--- src/rtl/adc_multi_ch_capture.sv ---
`default_nettype none
// =============================================================================
// adc_multi_ch_capture: N-channel CNV/BUSY/SPI capture into a ping-pong DPBRAM
// with a per-channel moving sum. `ADC_SUM_AVERAGE_EN selects average output.
// Revision: 1.0
// =============================================================================
module adc_multi_ch_capture #(
  parameter int CH_NUM     = 2,
  parameter int DWIDTH     = 24,
  parameter int RAM_DEPTH  = 20000,
  parameter int SUM_LOG2   = 4,
  parameter int CNV_PERIOD = 200,
  parameter int CNV_HIGH   = 20,
  parameter int TIMEOUT    = 400
) (
  input  logic                           i_clk,
  input  logic                           i_rst,
  input  logic                           i_en,
  input  logic [CH_NUM-1:0]              i_busy,
  output logic                           o_cnv,
  output logic                           o_spi_start,
  input  logic [CH_NUM-1:0]              i_data_valid,
  input  logic [CH_NUM*DWIDTH-1:0]       i_miso_data,
  output logic [$clog2(RAM_DEPTH)-1:0]   o_ram_addr,
  output logic                           o_ram_ce,
  output logic                           o_ram_we,
  output logic [CH_NUM*DWIDTH-1:0]       o_ram_dout,
  input  logic [1:0]                     i_flag_clr,
  output logic                           o_half1_flag,
  output logic                           o_half2_flag,
  output logic                           o_overrun,
  output logic                           o_timeout,
  output logic [CH_NUM*32-1:0]           o_sum_data,
  output logic                           o_sum_valid,
  output logic [2:0]                     o_state
);

  localparam int c_AW   = $clog2(RAM_DEPTH);
  localparam int c_SW   = DWIDTH + SUM_LOG2;
  localparam int c_HD   = 1 << SUM_LOG2;
  localparam int c_HALF = RAM_DEPTH / 2;
  localparam int c_PMAX = CNV_PERIOD + CNV_HIGH + 2 * TIMEOUT + 4;
  localparam int c_PW   = $clog2(c_PMAX + 1);
  localparam int c_TW   = $clog2(TIMEOUT + 1);

  typedef enum logic [2:0] {
    S_IDLE  = 3'd0,
    S_CNV   = 3'd1,
    S_BUSY  = 3'd2,
    S_SPI   = 3'd3,
    S_STORE = 3'd4,
    S_WAIT  = 3'd5
  } state_t;

  state_t              r_state;
  state_t              w_next;
  logic                w_timeout_hit;
  logic [CH_NUM-1:0]   w_seen;
  logic [CH_NUM-1:0]   r_seen;
  logic [c_PW-1:0]     r_pcnt;
  logic [c_TW-1:0]     r_tcnt;
  logic                r_spi_start;
  logic [c_AW-1:0]     r_addr;
  logic                r_half1;
  logic                r_half2;
  logic                r_overrun;
  logic                r_timeout;
  logic                r_sum_valid;
  logic [SUM_LOG2-1:0] r_hptr;
  logic                w_store;
  logic                w_set1;
  logic                w_set2;

  always_comb begin
    w_next        = r_state;
    w_timeout_hit = 1'b0;
    w_seen        = r_seen | i_data_valid;
    case (r_state)
      S_IDLE:  if (i_en) w_next = S_CNV;
      S_CNV:   if (r_pcnt == c_PW'(CNV_HIGH - 1)) w_next = S_BUSY;
      S_BUSY: begin
        if (i_busy == '0) begin
          w_next = S_SPI;
        end else if (r_tcnt == c_TW'(TIMEOUT - 1)) begin
          w_next        = S_WAIT;
          w_timeout_hit = 1'b1;
        end
      end
      S_SPI: begin
        if (&w_seen) begin
          w_next = S_STORE;
        end else if (r_tcnt == c_TW'(TIMEOUT - 1)) begin
          w_next        = S_WAIT;
          w_timeout_hit = 1'b1;
        end
      end
      S_STORE: w_next = S_WAIT;
      // >= rather than == so an overlong (timed-out) sample still resumes
      S_WAIT:  if (r_pcnt >= c_PW'(CNV_PERIOD - 1)) w_next = i_en ? S_CNV : S_IDLE;
      default: w_next = S_IDLE;
    endcase
  end

  assign w_store = (r_state == S_STORE);
  assign w_set1  = w_store && (r_addr == c_AW'(c_HALF - 1));
  assign w_set2  = w_store && (r_addr == c_AW'(RAM_DEPTH - 1));

  always_ff @(posedge i_clk or posedge i_rst) begin
    if (i_rst) begin
      r_state     <= S_IDLE;
      r_pcnt      <= '0;
      r_tcnt      <= '0;
      r_seen      <= '0;
      r_spi_start <= 1'b0;
      r_addr      <= '0;
      r_half1     <= 1'b0;
      r_half2     <= 1'b0;
      r_overrun   <= 1'b0;
      r_timeout   <= 1'b0;
      r_sum_valid <= 1'b0;
      r_hptr      <= '0;
    end else begin
      r_state     <= w_next;
      r_spi_start <= (r_state == S_BUSY) && (w_next == S_SPI);
      r_sum_valid <= w_store;

      if (w_next == S_CNV && r_state != S_CNV) begin
        r_pcnt <= '0;
      end else if (r_state != S_IDLE && r_pcnt != c_PW'(c_PMAX)) begin
        r_pcnt <= r_pcnt + 1'b1;
      end

      if (w_next != r_state || !(r_state == S_BUSY || r_state == S_SPI)) begin
        r_tcnt <= '0;
      end else begin
        r_tcnt <= r_tcnt + 1'b1;
      end

      r_seen <= (r_state == S_SPI) ? w_seen : '0;

      if (w_timeout_hit) r_timeout <= 1'b1;

      if (w_store) begin
        r_hptr <= r_hptr + 1'b1;
        r_addr <= w_set2 ? '0 : r_addr + 1'b1;
        if ((r_addr == '0 && r_half1) || (r_addr == c_AW'(c_HALF) && r_half2)) begin
          r_overrun <= 1'b1;
        end
      end

      if (w_set1) r_half1 <= 1'b1;
      else if (i_flag_clr[0]) r_half1 <= 1'b0;
      if (w_set2) r_half2 <= 1'b1;
      else if (i_flag_clr[1]) r_half2 <= 1'b0;
    end
  end

  for (genvar k = 0; k < CH_NUM; k++) begin : g_ch
    logic [DWIDTH-1:0]      r_cap;
    logic [DWIDTH-1:0]      r_hist [c_HD];
    logic signed [c_SW-1:0] r_sum;
    logic signed [31:0]     r_out;
    logic signed [c_SW-1:0] w_new;
    logic signed [c_SW-1:0] w_old;
    logic signed [c_SW-1:0] w_sum;
    logic signed [c_SW-1:0] w_res;

    always_comb begin
      w_new = c_SW'($signed(r_cap));
      w_old = c_SW'($signed(r_hist[r_hptr]));
      w_sum = r_sum + w_new - w_old;
`ifdef ADC_SUM_AVERAGE_EN
      w_res = w_sum >>> SUM_LOG2;
`else
      w_res = w_sum;
`endif
    end

    always_ff @(posedge i_clk or posedge i_rst) begin
      if (i_rst) begin
        r_cap <= '0;
        r_sum <= '0;
        r_out <= '0;
        for (int i = 0; i < c_HD; i++) r_hist[i] <= '0;
      end else begin
        if (r_state == S_SPI && i_data_valid[k]) begin
          r_cap <= i_miso_data[k*DWIDTH +: DWIDTH];
        end
        // history starts zeroed, so the first window subtracts nothing
        if (w_store) begin
          r_hist[r_hptr] <= r_cap;
          r_sum          <= w_sum;
          r_out          <= 32'(w_res);
        end
      end
    end

    assign o_ram_dout[k*DWIDTH +: DWIDTH] = r_cap;
    assign o_sum_data[k*32 +: 32]         = r_out;
  end

  assign o_cnv        = (r_state == S_CNV);
  assign o_spi_start  = r_spi_start;
  assign o_ram_addr   = r_addr;
  assign o_ram_ce     = w_store;
  assign o_ram_we     = 1'b1;
  assign o_half1_flag = r_half1;
  assign o_half2_flag = r_half2;
  assign o_overrun    = r_overrun;
  assign o_timeout    = r_timeout;
  assign o_sum_valid  = r_sum_valid;
  assign o_state      = r_state;

endmodule
`default_nettype wire
--- config.mk ---
export PLATFORM = sky130hd
export DESIGN_NAME = adc_multi_ch_capture
export DESIGN_NICKNAME = d
export VERILOG_FILES = /design/src/rtl/adc_multi_ch_capture.sv
export SDC_FILE = /design/constraint.sdc
export NUM_CORES = 2
export LEC_CHECK = 0
export BUFFER_PORTS_ARGS = -buffer_cell sky130_fd_sc_hd__buf_2
export CAP_MARGIN = 0
export CORE_MARGIN = 2
export CORE_UTILIZATION = 55
export CTS_BUF_LIST = sky130_fd_sc_hd__clkbuf_4 sky130_fd_sc_hd__clkbuf_8 sky130_fd_sc_hd__clkbuf_16
export DETAILED_ROUTE_END_ITERATION = 8
export PLACE_DENSITY_LB_ADDON = 0.1
export SLEW_MARGIN = 15
export SYNTH_ARGS = -nofsm -noshare
export SYNTH_HDL_FRONTEND = slang
export SYNTH_SLANG_ARGS = --single-unit
--- constraint.sdc ---
create_clock -name i_clk -period 65.7 [get_ports i_clk]
set_clock_uncertainty 0.2 [all_clocks]
set_input_delay 19.71 -clock i_clk [delete_from_list [all_inputs] [get_ports i_clk]]
set_output_delay 19.71 -clock i_clk [all_outputs]
set_load 0.01 [all_outputs]
==> results.cfg <==
[setup_path]
timing.rr.start = r_hptr[0]$_DFFE_PP0P_
worst-setup-path-type = in -> async
crit_arrival_ns = 23.03
critPathMaxFanout = 140
crit_required_ns = 66.12
cp-end-kind = async pin
crit_start = i_rst
cp-start-kind = primary input

[synthesis]
async_reset_ff_frac = 1.00
synth_edf_count = 0
syn_nets = 3848
synth_area_per_cell_um2 = 11.9
synth.most_common_cell = dfrtp_1
synthCells = 3670
synth_area_mm2 = 0.0438
yosysTopAreaCell = dfrtp_1
ys_warn_count = 0
yosysTopAreaCellShare = 0.527
synth.distinct_cells = 80
synth_ff_type = dfrtp_1
ys_seq_area_frac = 0.527
ys_ff_latch = 922
synthTopCellsByCount = dfrtp_1, nand2_1, o21ai_0, mux2_2, mux4_2
netlist_top_cells_area = dfrtp_1, mux4_2, mux2_2

[grt]
grt_usage = 0.276
grt_max_degree = 141
antenna_found_initial = 1
gr-total-overflow = 0
grt_pass1_wl_um = 175000
first_global_vias = 30100

[routing]
first_pass_iters = 5
drtIter0Drc = 2044
wire_per_inst_um = 22.5
via_per_inst = 5.89
routed_wl_um = 110000
route.detailed.drc = 0
ant_nets = 0
dr_total_vias = 28600

[power_and_ir_drop]
ir_drop_v = 0.0000319
powerDensity_mw_per_mm2 = 44.4
leakage_nw = 22.8

[place]
place.gp.congestion = 0.861
portBuffers = 194
hpwlAfterDp_um = 67900

[sta]
fin_crit_ns = 22.62
max_slew_margin = 0.270
maxSlewViolCount = 0
final.setup.tns_ns = 0
fmax_mhz = 44.2
fin_crit_sh = 0.344
whs_ns = 0.262
tightestPinTransition_ns = 1.09
setup_violations = 0
finalHoldViolations = 0
rsz0062_at_grt = false

[clock_tree]
postCtsSetupBuffers = 0
cts_buffer_depth = 3
cts.clk_slew.worst_paths_ns = 0.06
postCtsResizedCells = 0
clock_sinks = 922
numCtsBuffers = 95
cts-root-buf = clkbuf_16
holdBufCountCts = 0
clkLatencyLatePin_ns = 0.65
htree_levels = 3
cts_tree = yes

[layout]
fin_util = 0.618
register_area_mm2 = 0.0231
final_nets = 3912
drive_gt1_frac = 0.265
fillers = 6248
syn_to_final_growth_pct = 11.4
antenna_cells = 0
multi_input_area_mm2 = 0.0189

[floorplan]
fp.dieW_um = 286
num_rows = 103
core_mm2 = 0.0789
die-area_mm2 = 0.0819
die_h_um = 286
start_util = 0.555
ios = 196

[worst_hold_path]
hold_start = o_timeout$_DFFE_PP0P_
holdCritPathClass = reg -> reg

[run]
cap_violations = 0

[status]
outcome = complete, no violations
[metal layers]
metal,share of wire,up-vias,track usage
met4,0.021,0,0.0704
met1,0.43,14800,0.380
met5,0,-,0
met2,0.50,782,0.472
li1,-,12900,-
met3,0.050,163,0.0351
[stage by stage]
step / total power [W] / cell area, um^2 / cells / setup slack (ns)
6_report: 0.00216 / 48800 / 4858 / 43.08
5_1_grt: 0.00231 / 48800 / 4858 / 42.44
4_1_cts: 0.00218 / 48800 / 4858 / 42.84
3_5_place_dp: 0.00160 / 45400 / 4687 / 42.21
3_3_place_gp: 0.00158 / 45400 / 4685 / 42.40
2_1_floorplan: 0.00137 / 43800 / 3670 / 19.87
[where the power goes]
part           total [W]  internal [W]  switching [W]
Combinational   0.000896      0.000374       0.000522
Clock           0.000567      0.000343       0.000224
Sequential      0.000700      0.000623      0.0000769
Total            0.00216       0.00134       0.000823
[sequential cells by signal (all words and copies together) (netlist names), 2 cells and up]
register,cells
g_ch.r_cap,48
g_ch.r_hist,768
g_ch.r_out,56
o_ram_addr,15
o_state,3
r_hptr,4
r_pcnt,11
r_seen,2
r_tcnt,9
[path summary, 6_finish.rpt]
check	endpoint	slack, ns	cells past startpoint
worst max register to register	g_ch[1].r_out[25]$_DFFE_PP0P_	58.51	16
min in group asynchronous	g_ch[0].r_hist[26]$_DFFE_PP0P_	19.04	2
worst min-delay path	o_timeout$_DFFE_PP0P_	0.26	1
worst max-delay path	g_ch[0].r_cap[0]$_DFFE_PP0P_	43.08	5
max in group i_clk	o_ram_ce	43.61	4
worst min register to register	o_timeout$_DFFE_PP0P_	0.26	1
[layout by cell type, fill, tap and decap left out, drive strengths merged, types with 54 or more instances in the layout]
cell	n
dfrtp	922
nand2	601
o21ai	589
mux2	312
mux4	240
buf	236
inv	230
clkbuf	141
ha	67
nor2	66
fa	54
[final cells by class]
type | instances | share of cell area
Sequential cell | 922 | 0.473
Multi-Input combinational cell | 2253 | 0.387
Clock buffer | 141 | 0.0600
Timing Repair Buffer | 236 | 0.0271
Tap cell | 1050 | 0.0269
Inverter | 226 | 0.0175
Clock inverter | 30 | 0.00818
[worst max-delay path: stages]
cell   delay, ns
buf_2       0.13
inv_8       0.51
buf_4       0.79
buf_4       0.80
buf_4       0.93
[logic make-up after synthesis]
logic type	count (synthesis)	share of synthesized area
AO/OA/AOI/OAI	722	0.0904
XOR/XNOR	81	0.0162
adder cells (fa/ha/maj)	121	0.0438
buffers and inverters	495	0.0456
flip-flops	922	0.527
multiplexers	555	0.204
other	1	0.0000856
AND/OR/NAND/NOR	773	0.0726
Note: power is estimated with default switching activity, not from simulation.
